## src/rtl/rx_rb_pkg.sv

```systemverilog
// Shared types and constants for the receive packet-store controller.
package rx_rb_pkg;
    typedef enum logic [1:0] {W_IDLE, W_DATA, W_CRC} wr_state_e;
    typedef enum logic {R_IDLE, R_STREAM} rd_state_e;

    localparam logic [2:0]  RX_DATA_STATE = 3'b011;
    localparam logic [15:0] DROP_CNT_MAX  = 16'hFFFF;
endpackage

```

## src/rtl/rx_packet_rb_ctrl_if.sv

```systemverilog
// Downstream byte-stream handshake: valid/ready plus packet framing flags.
interface rx_packet_rb_ctrl_if #(parameter int LEN_W = 16);
    logic             ovalid;
    logic             iready;
    logic             ofirst;
    logic             olast;
    logic [LEN_W-1:0] olen;

    modport master (output ovalid, ofirst, olast, olen, input iready);
    modport slave  (input ovalid, ofirst, olast, olen, output iready);
endinterface

```

## src/rtl/rx_packet_rb_ctrl_rb_read_seq.sv

```systemverilog
// Read side: pops a committed length, then streams that many bytes from the round buffer.
module rb_read_seq
    import rx_rb_pkg::*;
#(
    parameter int pRB_WIDHT  = 14,
    parameter int pFIFO_SIZE = 16
) (
    input  logic                  iclk,
    input  logic                  i_rst,
    input  logic                  iLEN_empty,
    input  logic [pFIFO_SIZE-1:0] iLEN_rdata,
    output logic                  oLEN_rd_en,
    output logic [pRB_WIDHT-1:0]  oRB_raddr,
    rx_packet_rb_ctrl_if.master   strm
);
    rd_state_e             state_q, state_d;
    logic [pRB_WIDHT-1:0]  rptr_q, rptr_d;
    logic [pFIFO_SIZE-1:0] remain_q, remain_d;
    logic [pFIFO_SIZE-1:0] len_q, len_d;
    logic                  pop_c;

    always_ff @(posedge iclk or negedge i_rst) begin
        if (!i_rst) begin
            state_q  <= R_IDLE;
            rptr_q   <= '0;
            remain_q <= '0;
            len_q    <= '0;
        end else begin
            state_q  <= state_d;
            rptr_q   <= rptr_d;
            remain_q <= remain_d;
            len_q    <= len_d;
        end
    end

    always_comb begin
        state_d  = state_q;
        rptr_d   = rptr_q;
        remain_d = remain_q;
        len_d    = len_q;
        pop_c    = 1'b0;
        case (state_q)
            R_IDLE: begin
                if (!iLEN_empty) begin
                    len_d    = iLEN_rdata;
                    remain_d = iLEN_rdata;
                    pop_c    = 1'b1;
                    state_d  = R_STREAM;
                end
            end
            R_STREAM: begin
                if (strm.iready) begin
                    rptr_d   = rptr_q + pRB_WIDHT'(1);
                    remain_d = remain_q - pFIFO_SIZE'(1);
                    if (remain_q == pFIFO_SIZE'(1)) state_d = R_IDLE;
                end
            end
            default: state_d = R_IDLE;
        endcase
    end

    // Pop is combinational on FIFO state; keep it quiet while reset is held.
    assign oLEN_rd_en  = pop_c & i_rst;
    assign oRB_raddr   = rptr_q;
    assign strm.ovalid = (state_q == R_STREAM);
    assign strm.ofirst = strm.ovalid && (remain_q == len_q);
    assign strm.olast  = strm.ovalid && (remain_q == pFIFO_SIZE'(1));
    assign strm.olen   = len_q;
endmodule

```

## src/rtl/rx_packet_rb_ctrl.sv

```systemverilog
// Receive packet store controller: writes rx bytes into the round buffer, commits or
// rolls back on CRC result, and hands committed packets to the read sequencer.
module rx_packet_rb_ctrl
    import rx_rb_pkg::*;
#(
    parameter int         pRB_WIDHT      = 14,
    parameter int         pFIFO_SIZE     = 16,
    parameter int         pCRC_TIMEOUT   = 64,
    parameter logic [2:0] pRX_DATA_STATE = RX_DATA_STATE
) (
    input  logic                  iclk,
    input  logic                  i_rst,
    input  logic                  idv,
    input  logic [2:0]            iFSM_state,
    input  logic                  icrc_valid,
    input  logic                  icrc_ok,
    output logic                  oRB_wr_en,
    output logic [pRB_WIDHT-1:0]  oRB_waddr,
    output logic [pRB_WIDHT-1:0]  oRB_raddr,
    output logic                  oLEN_wr_en,
    output logic [pFIFO_SIZE-1:0] oLEN_wdata,
    output logic                  oLEN_rd_en,
    input  logic                  iLEN_empty,
    input  logic                  iLEN_full,
    input  logic [pFIFO_SIZE-1:0] iLEN_rdata,
    rx_packet_rb_ctrl_if.master   strm,
    output logic [15:0]           odrop_cnt,
    output logic                  obusy
);
    localparam int                    TO_W    = $clog2(pCRC_TIMEOUT + 1);
    localparam logic [TO_W-1:0]       TO_LAST = TO_W'(pCRC_TIMEOUT - 1);
    localparam logic [pFIFO_SIZE-1:0] LEN_MAX = '1;

    wr_state_e             wstate_q, wstate_d;
    logic [pRB_WIDHT-1:0]  wptr_q, wptr_d, commit_q, commit_d;
    logic [pFIFO_SIZE-1:0] len_q, len_d;
    logic                  drop_q, drop_d;
    logic [TO_W-1:0]       to_q, to_d;
    logic [15:0]           drop_cnt_q, drop_cnt_d;
    logic                  wr_en_c, push_c, crc_done_c, rx_byte, full;
    logic [pRB_WIDHT-1:0]  used;

    assign rx_byte = idv && (iFSM_state == pRX_DATA_STATE);
    // One slot stays empty so full and empty never alias.
    assign used    = wptr_q - oRB_raddr;
    assign full    = &used;

    always_ff @(posedge iclk or negedge i_rst) begin
        if (!i_rst) begin
            wstate_q   <= W_IDLE;
            wptr_q     <= '0;
            commit_q   <= '0;
            len_q      <= '0;
            drop_q     <= 1'b0;
            to_q       <= '0;
            drop_cnt_q <= '0;
        end else begin
            wstate_q   <= wstate_d;
            wptr_q     <= wptr_d;
            commit_q   <= commit_d;
            len_q      <= len_d;
            drop_q     <= drop_d;
            to_q       <= to_d;
            drop_cnt_q <= drop_cnt_d;
        end
    end

    always_comb begin
        wstate_d   = wstate_q;
        wptr_d     = wptr_q;
        commit_d   = commit_q;
        len_d      = len_q;
        drop_d     = drop_q;
        to_d       = to_q;
        drop_cnt_d = drop_cnt_q;
        wr_en_c    = 1'b0;
        push_c     = 1'b0;
        crc_done_c = 1'b0;
        case (wstate_q)
            W_IDLE: begin
                if (rx_byte) begin
                    if (full) begin
                        drop_d = 1'b1;
                    end else begin
                        wr_en_c = 1'b1;
                        wptr_d  = wptr_q + pRB_WIDHT'(1);
                    end
                    len_d    = pFIFO_SIZE'(1);
                    wstate_d = W_DATA;
                end
            end
            W_DATA: begin
                if (rx_byte) begin
                    if (full || drop_q) begin
                        drop_d = 1'b1;
                    end else begin
                        wr_en_c = 1'b1;
                        wptr_d  = wptr_q + pRB_WIDHT'(1);
                    end
                    if (len_q == LEN_MAX) drop_d = 1'b1;
                    else                  len_d  = len_q + pFIFO_SIZE'(1);
                end else begin
                    to_d     = '0;
                    wstate_d = W_CRC;
                end
            end
            W_CRC: begin
                to_d = to_q + TO_W'(1);
                if (icrc_valid && icrc_ok && !drop_q && !iLEN_full) begin
                    push_c     = 1'b1;
                    commit_d   = wptr_q;
                    crc_done_c = 1'b1;
                end else if (icrc_valid || (to_q == TO_LAST)) begin
                    // Rollback only rewinds to the last commit, which never passes the reader.
                    wptr_d     = commit_q;
                    crc_done_c = 1'b1;
                    if (drop_cnt_q != DROP_CNT_MAX) drop_cnt_d = drop_cnt_q + 16'd1;
                end
                if (crc_done_c) begin
                    wstate_d = W_IDLE;
                    drop_d   = 1'b0;
                    len_d    = '0;
                end
            end
            default: wstate_d = W_IDLE;
        endcase
    end

    assign oRB_wr_en  = wr_en_c & i_rst;
    assign oRB_waddr  = wptr_q;
    assign oLEN_wr_en = push_c;
    assign oLEN_wdata = len_q;
    assign odrop_cnt  = drop_cnt_q;
    assign obusy      = (wstate_q != W_IDLE);

    rb_read_seq #(.pRB_WIDHT(pRB_WIDHT), .pFIFO_SIZE(pFIFO_SIZE)) u_read (
        .iclk       (iclk),
        .i_rst      (i_rst),
        .iLEN_empty (iLEN_empty),
        .iLEN_rdata (iLEN_rdata),
        .oLEN_rd_en (oLEN_rd_en),
        .oRB_raddr  (oRB_raddr),
        .strm       (strm)
    );
endmodule
```

## src/flat_wrapper.sv

```systemverilog
// flat-port wrapper written by rule: the top's interface ports become plain ports
module rx_packet_rb_ctrl_flat import rx_rb_pkg::*;
#(
    parameter int         pRB_WIDHT      = 14,
    parameter int         pFIFO_SIZE     = 16,
    parameter int         pCRC_TIMEOUT   = 64,
    parameter logic [2:0] pRX_DATA_STATE = RX_DATA_STATE
)
  (iclk, i_rst, idv, iFSM_state, icrc_valid, icrc_ok, oRB_wr_en, oRB_waddr, oRB_raddr, oLEN_wr_en, oLEN_wdata, oLEN_rd_en, iLEN_empty, iLEN_full, iLEN_rdata, odrop_cnt, obusy, strm_ovalid, strm_ofirst, strm_olast, strm_olen, strm_iready);
  rx_packet_rb_ctrl_if strm_i ();
  input  logic iclk;
  input  logic i_rst;
  input  logic idv;
  input  logic [2:0] iFSM_state;
  input  logic icrc_valid;
  input  logic icrc_ok;
  output logic oRB_wr_en;
  output logic [pRB_WIDHT-1:0] oRB_waddr;
  output logic [pRB_WIDHT-1:0] oRB_raddr;
  output logic oLEN_wr_en;
  output logic [pFIFO_SIZE-1:0] oLEN_wdata;
  output logic oLEN_rd_en;
  input  logic iLEN_empty;
  input  logic iLEN_full;
  input  logic [pFIFO_SIZE-1:0] iLEN_rdata;
  output logic [15:0] odrop_cnt;
  output logic obusy;
  output wire logic [$bits(strm_i.ovalid)-1:0] strm_ovalid;
  output wire logic [$bits(strm_i.ofirst)-1:0] strm_ofirst;
  output wire logic [$bits(strm_i.olast)-1:0] strm_olast;
  output wire logic [$bits(strm_i.olen)-1:0] strm_olen;
  input wire logic [$bits(strm_i.iready)-1:0] strm_iready;
  assign strm_ovalid = strm_i.ovalid;
  assign strm_ofirst = strm_i.ofirst;
  assign strm_olast = strm_i.olast;
  assign strm_olen = strm_i.olen;
  assign strm_i.iready = strm_iready;
  rx_packet_rb_ctrl #(.pRB_WIDHT(pRB_WIDHT), .pFIFO_SIZE(pFIFO_SIZE), .pCRC_TIMEOUT(pCRC_TIMEOUT), .pRX_DATA_STATE(pRX_DATA_STATE)) u_core (.iclk(iclk), .i_rst(i_rst), .idv(idv), .iFSM_state(iFSM_state), .icrc_valid(icrc_valid), .icrc_ok(icrc_ok), .oRB_wr_en(oRB_wr_en), .oRB_waddr(oRB_waddr), .oRB_raddr(oRB_raddr), .oLEN_wr_en(oLEN_wr_en), .oLEN_wdata(oLEN_wdata), .oLEN_rd_en(oLEN_rd_en), .iLEN_empty(iLEN_empty), .iLEN_full(iLEN_full), .iLEN_rdata(iLEN_rdata), .strm(strm_i), .odrop_cnt(odrop_cnt), .obusy(obusy));
endmodule
```

## config.mk

```make
export PLATFORM = sky130hd
export DESIGN_NAME = rx_packet_rb_ctrl_flat
export DESIGN_NICKNAME = d
export VERILOG_FILES = /design/src/rtl/rx_rb_pkg.sv /design/src/rtl/rx_packet_rb_ctrl_if.sv /design/src/rtl/rx_packet_rb_ctrl_rb_read_seq.sv /design/src/rtl/rx_packet_rb_ctrl.sv /design/src/flat_wrapper.sv
export SDC_FILE = /design/constraint.sdc
export NUM_CORES = 1
export LEC_CHECK = 0
export BUFFER_PORTS_ARGS = -buffer_cell sky130_fd_sc_hd__buf_2
export CAP_MARGIN = 30
export CORE_ASPECT_RATIO = 0.75
export CORE_MARGIN = 1.5
export CORE_UTILIZATION = 58
export DETAILED_ROUTE_END_ITERATION = 8
export HOLD_SLACK_MARGIN = 0.15
export MAX_ROUTING_LAYER = met4
export PLACE_DENSITY = 0.78
export REMOVE_ABC_BUFFERS = 1
export SLEW_MARGIN = 5
export SYNTH_ARGS = -nofsm -noshare
export SYNTH_HDL_FRONTEND = slang
export SYNTH_HIERARCHICAL = 1
export SYNTH_SLANG_ARGS = --single-unit
```

## constraint.sdc

```tcl
create_clock -name iclk -period 4.04 [get_ports iclk]
set_input_delay 0.606 -clock iclk [delete_from_list [all_inputs] [get_ports iclk]]
set_output_delay 0.606 -clock iclk [all_outputs]
set_load 0.05 [all_outputs]
```

**Yosys cells after proc, flatten, opt, wreduce, memory -nomap -nowiden**

Cells that the tools add are included.
Widths: inputs -> output; s select.

- Output and inout bits: 83
- Word-level logic and storage cells: 112
- Register bits after elaboration: 117
- Bits of input ports: 27

- Reductions and logical operators: 25
- Bitwise gates (word level): 5
- Equal/unequal tests: 21
- Add/sub/neg operators: 7
- Muxes and demuxes: 43

Operators with widths:

| kind | count |
|---|---|
| $mux 16 | 6 |
| $mux 14 | 6 |
| $pmux 16 s3 | 1 |
| $pmux 14 s3 | 1 |
| $add 16x1->16 const B | 2 |
| $pmux 16 s2 | 1 |
| $add 14x1->14 const B | 2 |
| $mux 1 | 19 |
| $eq 16x1->1 const B | 1 |
| $eq 16x16->1 | 1 |
| $eq 16x16->1 const B | 1 |
| $ne 16x16->1 const B | 1 |
| $sub 16x1->16 const B | 1 |
| $ne 2x2->1 const B | 7 |
| $pmux 7 s2 | 1 |
| $reduce_and 14->1 | 1 |
| $sub 14x14->14 | 1 |
| $ne 2x1->1 const B | 5 |
| $reduce_and 2->1 | 5 |
| $add 7x1->7 const B | 1 |
| $eq 7x6->1 const B | 1 |
| $mux 7 | 1 |
| $reduce_and 7->1 | 1 |
| $logic_and 1x1->1 | 6 |
| other kinds (19) | 28 |

**Longest topological paths before layout**

Gate-level depths: netlist (run 1).

- Word-level depth: 7
- Mapped depth: 13
- Mapped depth without buffers: 11

**By module**

The synthesis (run 1) kept the hierarchy.

By module, submodules not included:

| module | times used | cells each | area an instance (sq um) | sequential area each (sq um) |
|---|---|---|---|---|
| rx_packet_rb_ctrl | 1 | 510 | 4583.1 | 1751.7 |
| rb_read_seq | 1 | 251 | 2364.8 | 1176.1 |

**Least setup slack after synthesis (run 1)**

OpenSTA, ideal clock, no wires.

- Path type: register -> output
- Start: register u_core.wptr_q[0] (netlist: u_core/oRB_waddr[0])
- End: output port oRB_wr_en
- Arrival time: 3.567 ns
- Cell stages (with the launch flop): 11
- Path slack: -0.133 ns
- Buffers on the path: 0
- Data required time: 3.434 ns
- Cells stage by stage: dfrtp_1 inv_1 ha_1 fa_1 and2b_1 o2111ai_2 and2_1 a21boi_1 o311ai_4 nor3b_1 nor3_1

- Longest elaborated chain between the ends: 7
- Elaborated cells between the ends (all ways): 9
- Those cells by class: add/sub: 1; mux: 5; bitwise: 1; reduce/logical: 2

RTL lines:

| what | line | text |
|---|---|---|
| start: declaration | rx_packet_rb_ctrl.sv:35 | `logic [pRB_WIDHT-1:0] wptr_q, wptr_d, commit_q, commit_d;` |
| start signal: assignment | rx_packet_rb_ctrl.sv:59 | `wptr_q <= wptr_d;` |
| $sub 14x14->14 (*) | rx_packet_rb_ctrl.sv:45 | `assign used = wptr_q - oRB_raddr;` |
| $reduce_and 14->1 (*) | rx_packet_rb_ctrl.sv:46 | `assign full = &used;` |
| $logic_or 1x1->1 | rx_packet_rb_ctrl.sv:94 | `if (full \|\| drop_q) begin` |
| $mux 1 | rx_packet_rb_ctrl.sv:94 |  |
| $mux 1 | rx_packet_rb_ctrl.sv:93 | `if (rx_byte) begin` |
| $pmux 1 s2 (*) | rx_packet_rb_ctrl.sv:79 | `case (wstate_q)` |
| $and 1x1->1 (*) | rx_packet_rb_ctrl.sv:129 | `assign oRB_wr_en = wr_en_c & i_rst;` |
| end: declaration | flat_wrapper.sv:17 | `output logic oRB_wr_en;` |

Every way passes the cells marked *; elsewhere a longest branch is shown, timed or not.

**Final worst setup path (run 1)**

Ends and elaborated chain as after synthesis.

==> metrics.txt, run 1 <==
clk root buf clkbuf_16; CORE AREA between 0.01 and 0.015 mm^2; RSZ-0062 raised after global routing no; Initial DRC Count 591; crit-path cells inv_1, ha_1, fa_1, and2b_2, o2111ai_1, a31oi_1, xor2_1, nand4_1, nor3b_4, nor3_2, buf_4; H-tree levels 4; worst vdd ir 0.861 mV; vias in the first global route around 6000; Die X 129 um; IO buf count ~110; Main synth FF type dfrtp_1; max cap viols 0; routed vias/inst 6.05; Worst Hold Class in2reg; Routed Antenna Nets 0; Rel. slew slack between 40% and 50%; Final Cycle Share 95.8%; CP endpoint kind primary output; CP max stage cell dfrtp_1; GRT Residual Overflow 0; internal power 3.01 mW; hpwl dp 12.5 mm; # DRC 0; Seq cells post-synth between 100 and 150; Clk pwr share between 20 and 30%; R2R depth 11; WHS Path Cells 3; Num CTS Buffers 17; io pins 110; Vias 6275; clk sinks around 120; final-report max-slew violation count 0; Reg2Reg Setup Slack between 0.4 and 0.5 ns; sw power 2.35 mW; Clock Latency Late Sink about 0.42 ns; Setup Skew 0.00973 ns; Cell Area, Synth 0.00695 mm^2; CTS tree yes; Nets 917; total power roughly 5.4 mW; Routed WL per cell roughly 17 um; Clk pin slew, worst setup/hold paths ~0.060 ns; family with the most delay on the worst path simple AND/OR/NAND/NOR gates; total global-route track usage a little under a third; Area Growth Syn to Fin 17.4%; die area approximately 0.013 mm^2; Hold WS a little over 0.4 ns; Initial Util between 50% and 60%; Hold Path End u_core/u_read/strm.olen[11]; Max Root-Sink Buffers 2; async set-reset flop share out of synthesis 100%; critical path buffer and inverter count 2; Hold Vio Cnt, Final 0; post-route setup slack about 0.17 ns; router iterations before antenna repair 7; Inserted Diodes 0; FF-to-FF Start u_core/oRB_waddr[0]; initial antenna violation count 0; Data arrival, critical path 3.26 ns; fin crit period slightly below 4 ns; share of layout cells above drive strength 1 a little over a fifth; Fin Setup TNS 0 ns; Cell variety after synth between 70 and 80; Logic pwr share a little over two fifths; Mean Syn Cell Area 9.13 um^2; Site Rows 34; die height between 90 and 100 um; DP Area 0.00760 mm^2; register area share after synthesis a little over two fifths; crit path launch type flop; sequential power share about a third; run status finished clean; Pwr per Cell Area ~660 mW/mm^2; pre-CTS setup slack about 0.54 ns; Routed WL 17.9 mm; first-pass GRT wire length slightly below 30 mm; cell area after layout a little over 0.008 mm^2; GPL Wtd Cong roughly 0.95; # Post-CTS Setup Buffers 0; critical path peak fanout 5; EDFF count, synth 0; max frequency roughly 260 MHz; WP data required between 3 and 4 ns; # setup viols final 0; Mapped Cells ~760; slew at the pin with the worst max-slew slack 0.799 ns; largest net degree at the start of global routing a little over 60; number of fillers in the final layout 950; total leakage power roughly 3.9 nW; Critical R2R Capture u_core/oRB_waddr[4]; synth warn 6; Crit Path Class reg2out; Crit path largest cell delay roughly 0.40 ns; min-delay src iLEN_rdata[11]; Switching Share between 40% and 50%
==> synthesized netlist by cell type, drive strengths merged (7+ instances only) <==
| cell type | count | area (um^2) |
|---|---|---|
| and2 | 10 | 65.1 |
| inv | 40 | 150 |
| buf | 10 | 67.6 |
| nor2 | 43 | 164 |
| ha | 24 | 300 |
| nor4 | 7 | 43.8 |
| and3 | 22 | 138 |
| nor3 | 27 | 145 |
| a41oi | 11 | 96.3 |
| xor2 | 27 | 236 |
| a21oi | 27 | 139 |
| nand2 | 107 | 402 |
| nand3 | 39 | 195 |
| a21o | 7 | 52.6 |
| dfrtp | 117 | 2930 |
| o211ai | 13 | 138 |
| or2 | 7 | 43.8 |
| nand4 | 19 | 119 |
| or4 | 9 | 81.3 |
| o21ai | 53 | 269 |
| xnor2 | 29 | 254 |
| clkbuf | 21 | 78.8 |
==> flip-flops by register name, summed over array words and instances, names as in the netlist <==
register / count
u_core/odrop_cnt: 16
u_core/oLEN_wdata: 16
u_core/u_read/oRB_raddr: 14
u_core/u_read/remain_q: 16
u_core/oRB_waddr: 14
u_core/commit_q: 14
u_core/u_read/strm.ovalid: 1
u_core/to_q: 7
u_core/u_read/strm.olen: 16
u_core/drop_q: 1
u_core/wstate_q: 2
==> metal layers <==
layer	GRT usage (%)	share of wire, %	vias up
met2	47.3	47	260
met4	8.99	1.3	0
met1	42.3	44	3043
met5	-	0	-
met3	5.10	6.9	23
li1	-	-	2949
==> timing repair <==
action	CTS	global route
resized for setup	1	5
endpoints found under the setup margin	1	1
pin swaps	0	2
hold buffers	0	0
==> cells by family after synthesis <==
| group | after synthesis | synth area share, % |
|---|---|---|
| and+or+nand+nor | 325 | 23.9 |
| AOI/OAI and AO/OA | 157 | 16.5 |
| adders and majority gates | 25 | 4.61 |
| xor gates and xnor gates | 56 | 7.06 |
| DFF | 117 | 42.1 |
| buffers and inverters | 71 | 4.27 |
| muxes | 10 | 1.55 |
==> power groups by stage <==
stage / sequential, mW / clock (mW) / combinational, mW
floorplan: 2.10 / 0 / 1.23
global placement: 1.72 / 0 / 2.07
detailed placement: 1.75 / 0 / 2.15
CTS: 1.74 / 1.40 / 2.20
global route: 1.79 / 1.46 / 2.42
finish: 1.75 / 1.38 / 2.23
==> worst reg2reg max path, cell delays in order, from the launching register on <==
cell and delay (ns):
dfrtp_1 0.40, inv_1 0.11, ha_1 0.25, fa_1 0.40, and2b_2 0.28, o2111ai_1 0.19, a31oi_1 0.28, xor2_1 0.20
nor2b_1 0.25, o2111ai_4 0.42, and2_4 0.39, o221a_1 0.27
==> how the worst max path moves through the flow <==
stage	from	to	slack (ns)	depth (start not counted)
after floorplan	u_core/oRB_waddr[0]	oRB_wr_en	-0.13	10
after global placement	u_core/oRB_waddr[0]	oRB_wr_en	0.64	11
after detailed placement	u_core/oRB_waddr[0]	oRB_wr_en	0.54	11
after CTS	u_core/oRB_waddr[0]	oRB_wr_en	0.04	11
after global routing	u_core/oRB_waddr[0]	oRB_wr_en	0.02	11
final	u_core/oRB_waddr[0]	oRB_wr_en	0.17	11
==> metrics by stage <==
| step | instances | util [%] |
|---|---|---|
| 2_1_floorplan | 730 | - |
| 3_3_place_gp | 1008 | 65.2 |
| 3_5_place_dp | 1008 | 65.2 |
| 4_1_cts | 1038 | 69.8 |
| 5_1_grt | 1038 | 70.0 |
| 6_report | 1038 | 70.0 |
==> area by class of cell <==
cell class	instances	area, um^2	area share [%]
Timing Repair Buffer	116	603	7.39
Sequential cell	117	2930	35.9
Clock inverter	11	87.6	1.07
Tap cell	162	203	2.49
Clock buffer	19	443	5.43
Multi-Input combinational cell	573	3740	45.9
Inverter	40	150	1.84
==> cells in the final DEF (no fill, tap or decap), drive strengths merged, types with 6 or more instances in the layout <==
cell type / count
inv: 40
clkinv: 10
o211ai: 13
xnor2: 29
and2: 10
a21oi: 27
dfrtp: 117
ha: 24
and3: 22
buf: 116
nand2b: 6
clkbuf: 19
nor3: 27
nor2: 43
nand2: 107
xor2: 27
or4: 9
o21ai: 53
nand4b: 6
nor4: 7
nand4: 19
a41oi: 11
a31oi: 6
or2: 7
nand3: 39
mux2: 6
nor2b: 6
a21o: 7
Power figures use the tool's default switching activity.
==> run 2: changes to the inputs <==
--- a/config.mk
+++ b/config.mk
@@ -5,9 +5,9 @@
 export SDC_FILE = /design/constraint.sdc
 export NUM_CORES = 1
 export LEC_CHECK = 0
+export ABC_AREA = 1
 export BUFFER_PORTS_ARGS = -buffer_cell sky130_fd_sc_hd__buf_2
 export CAP_MARGIN = 30
-export CORE_ASPECT_RATIO = 0.75
 export CORE_MARGIN = 1.5
 export CORE_UTILIZATION = 58
 export DETAILED_ROUTE_END_ITERATION = 8
==> run 2 against run 1 <==
Utilization grew 0.66 points. Die area grew 9.6%. Maximum frequency grew 4.5%.
==> metrics.txt, run 2 <==
min-delay src iLEN_rdata[12]; total leakage power 4.75 nW (+22%); CORE AREA 0.0127 mm^2 (+9.1%); Main synth FF type dfrtp_1; Num CTS Buffers 17 (unchanged); Worst Hold Class in2reg; Compound-Gate Fraction of Synth Area 8.70% (-7.8 points); top-area cell type share of the netlist area 38.3% (-3.8 points); Initial DRC Count 494 (-16%); cell taking the most area after synthesis dfrtp_1; critical path peak fanout 16 (+11); Routed WL 18.8 mm (+5.1%); CTS tree yes; sw power 3.23 mW (+38%); most common cell after layout, fill and taps aside nand2_1; Crit Path Class reg2out; Setup Skew 0.00496 ns (-0.00477 ns); Pwr per Cell Area 755 mW/mm^2 (+15%); simple-gate area share of the yosys netlist 34.2% (+10 points); Initial Util 60.0% (+0.41 points); die area 0.0139 mm^2 (+9.6%); Routed WL per cell 13.9 um (-19%); Cell variety after synth 54 (-29%); Clk pin slew, worst setup/hold paths 0.05 ns (about the same); clk root buf clkbuf_16; hpwl dp 13.2 mm (+5.9%); internal power 3.55 mW (+18%); Logic pwr share 48.5% (+6.8 points); post-route setup slack 0.337 ns (+0.167 ns); Seq cells post-synth 117 (unchanged); Reg2Reg Setup Slack 1.02 ns (+0.54 ns); FF-to-FF Start u_core/wstate_q[0]; largest net degree at the start of global routing 75 (+21%); Max Root-Sink Buffers 2 (unchanged); largest family of logic cells by synthesized area simple AND/OR/NAND/NOR gates; first-pass GRT wire length 32.3 mm (+8.1%); Routed Antenna Nets 0 (unchanged); # setup viols final 0 (unchanged); Die X 118 um (-9.0%); io pins 110 (unchanged); # DRC 0 (unchanged); Mean Syn Cell Area 7.25 um^2 (-21%); sequential power share 27.5% (-5.1 points); register area share after synthesis 38.3% (-3.8 points); die height 118 um (+20%); Crit path largest cell delay 0.44 ns (+0.04 ns); WHS Path Cells 3 (unchanged); commonest cells after routing, fill and taps aside nand2_1, inv_1, dfrtp_1; slew at the pin with the worst max-slew slack 0.709 ns (-0.0892 ns); Mapped Cells 1053 (+38%); # Post-CTS Setup Buffers 0 (unchanged); synth warn 6 (unchanged); IO buf count 109 (unchanged); share of layout cells above drive strength 1 17.4% (-3.8 points); vias in the first global route 6855 (+15%); number of fillers in the final layout 1110 (+17%); Adder-Cell Fraction of Synth Area 4.19% (-0.42 points); R2R depth 10 (-1); Area Growth Syn to Fin 17.7%; Nets 1219 (+33%); pre-CTS setup slack 0.775 ns (+0.231 ns); Cell Area, Synth 0.00764 mm^2 (+9.9%); H-tree levels 4 (unchanged); clk sinks 117 (unchanged); count leader, synth nand2_1; run status finished clean; initial antenna violation count 0 (unchanged); met3 WL post-DR 942 um (-24%); Clock Latency Late Sink 0.42 ns (about the same); total global-route track usage 29.3% (-1.5 points); GRT Residual Overflow 0 (unchanged); Worst setup startpoint u_core/oRB_waddr[0]; CP max stage cell dfrtp_1; top cells by area, synth dfrtp_1, nand2_1, inv_1; Most Frequent Cell on Critical Path nand2_1; EDFF count, synth 0 (unchanged); uppermost layer routed met4; Hold Vio Cnt, Final 0 (unchanged); worst vdd ir 0.410 mV (-52%); WL met2 8.87 mm (+4.3%); XOR/XNOR share of the synthesized area 4.36% (-2.7 points); crit-path cells inv_1, ha_1, fa_1, inv_1, nand2_1, nand2_2, nand3_2, nand2_1, nand2_1, nand2_1, nand2_1, nand2_1, nor2_2, nand3_2, nand2_2, nand2_4, nand2_1, a21oi_1, buf_4; met1 wire length 8.59 mm (+8.0%); multiplexer share of the synthesized area 0.885% (-0.66 points); final core occ 70.6% (+0.66 points); Final Cycle Share 91.7% (-4.1 points); final-report max-slew violation count 0 (unchanged); router iterations before antenna repair 5 (-2); CP endpoint kind primary output; routed vias/inst 5.31 (-12%); Clk pwr share 24.0% (-1.7 points); Vias 7176 (+14%); Switching Share 47.6% (+3.8 points); WP data required 3.43 ns (about the same); Site Rows 41 (+21%); GPL Wtd Cong 0.925 (-2.5%); async set-reset flop share out of synthesis 100% (unchanged); max cap viols 0 (unchanged); max frequency 270 MHz (+4.5%); Rel. slew slack 52.7% (+5.9 points); Data arrival, critical path 3.10 ns (-0.16 ns); Synth top cells by count nand2_1, inv_1, dfrtp_1; fin crit period 3.70 ns (-0.167 ns); Inserted Diodes 0 (unchanged); crit path launch type flop
[run 2: power by group through the flow]
| stage | combinational [mW] | clock (mW) | sequential, mW |
|---|---|---|---|
| after detailed placement | 3.22 | 0 | 1.88 |
| final | 3.29 | 1.63 | 1.87 |
| after CTS | 3.25 | 1.65 | 1.86 |
| after global placement | 3.17 | 0 | 1.87 |
| after floorplan | 1.88 | 0 | 2.44 |
| after global routing | 3.64 | 1.70 | 1.92 |
[run 2: final timing paths]
kind                                               endpoint
worst max-delay path                              oRB_wr_en
worst min-delay path            u_core/u_read/strm.olen[12]
worst max register to register         u_core/odrop_cnt[14]
worst min register to register          u_core/odrop_cnt[8]
max in group asynchronous               u_core/odrop_cnt[1]
min in group asynchronous       u_core/u_read/oRB_raddr[10]
[run 2: area by class of cell]
type	instances	area (um^2)	share of cell area, %
multi-input cells	761	4000	44.5
repair buffers	117	633	7.05
flip-flops and latches	117	2930	32.6
inverters	153	579	6.45
clock inverters	9	176	1.96
clock buffers	22	454	5.06
well taps	172	215	2.40
[run 2: metrics by stage]
stage | hold WS [ns] | power, mW | setup TNS, ns | instances | cell area [um^2]
after floorplan | 0.310 | 4.32 | 0 | 1031 | 7510
after global placement | 0.435 | 5.04 | 0 | 1318 | 8310
after detailed placement | 0.438 | 5.09 | 0 | 1318 | 8310
after CTS | 0.384 | 6.77 | 0 | 1350 | 8950
after global routing | 0.419 | 7.26 | -0.0170 | 1351 | 8980
final | 0.403 | 6.78 | 0 | 1351 | 8980
[run 2: per-layer routing]
layer	vias up	GRT usage (%)
met5	-	-
met4	0	10.4
met3	36	4.89
met2	220	47.4
met1	3333	37.2
li1	3587	-
[run 2: cells by family (layout without fill, tap and decap cells)]
family | Yosys count | in the layout
and+or+nand+nor | 572 | 572
buffers and inverters | 175 | 301
AOI/OAI and AO/OA | 120 | 120
DFF | 117 | 117
xor gates and xnor gates | 38 | 38
adders and majority gates | 25 | 25
muxes | 6 | 6
[run 2: critical path, delay by kind of cell (launching register included)]
| kind | cells | cell delay, ns |
|---|---|---|
| compound gates | 1 | 0.12 |
| fa+ha+maj | 2 | 0.59 |
| buf+inv | 3 | 0.41 |
| flops | 1 | 0.44 |
| simple gates | 13 | 1.12 |
[run 2: timing repair]
action / CTS / global route
endpoints found under the hold margin: 2 / 0
hold buffers: 1 / 0
setup endpoints to repair: 0 / 1
resized for setup: 0 / 2
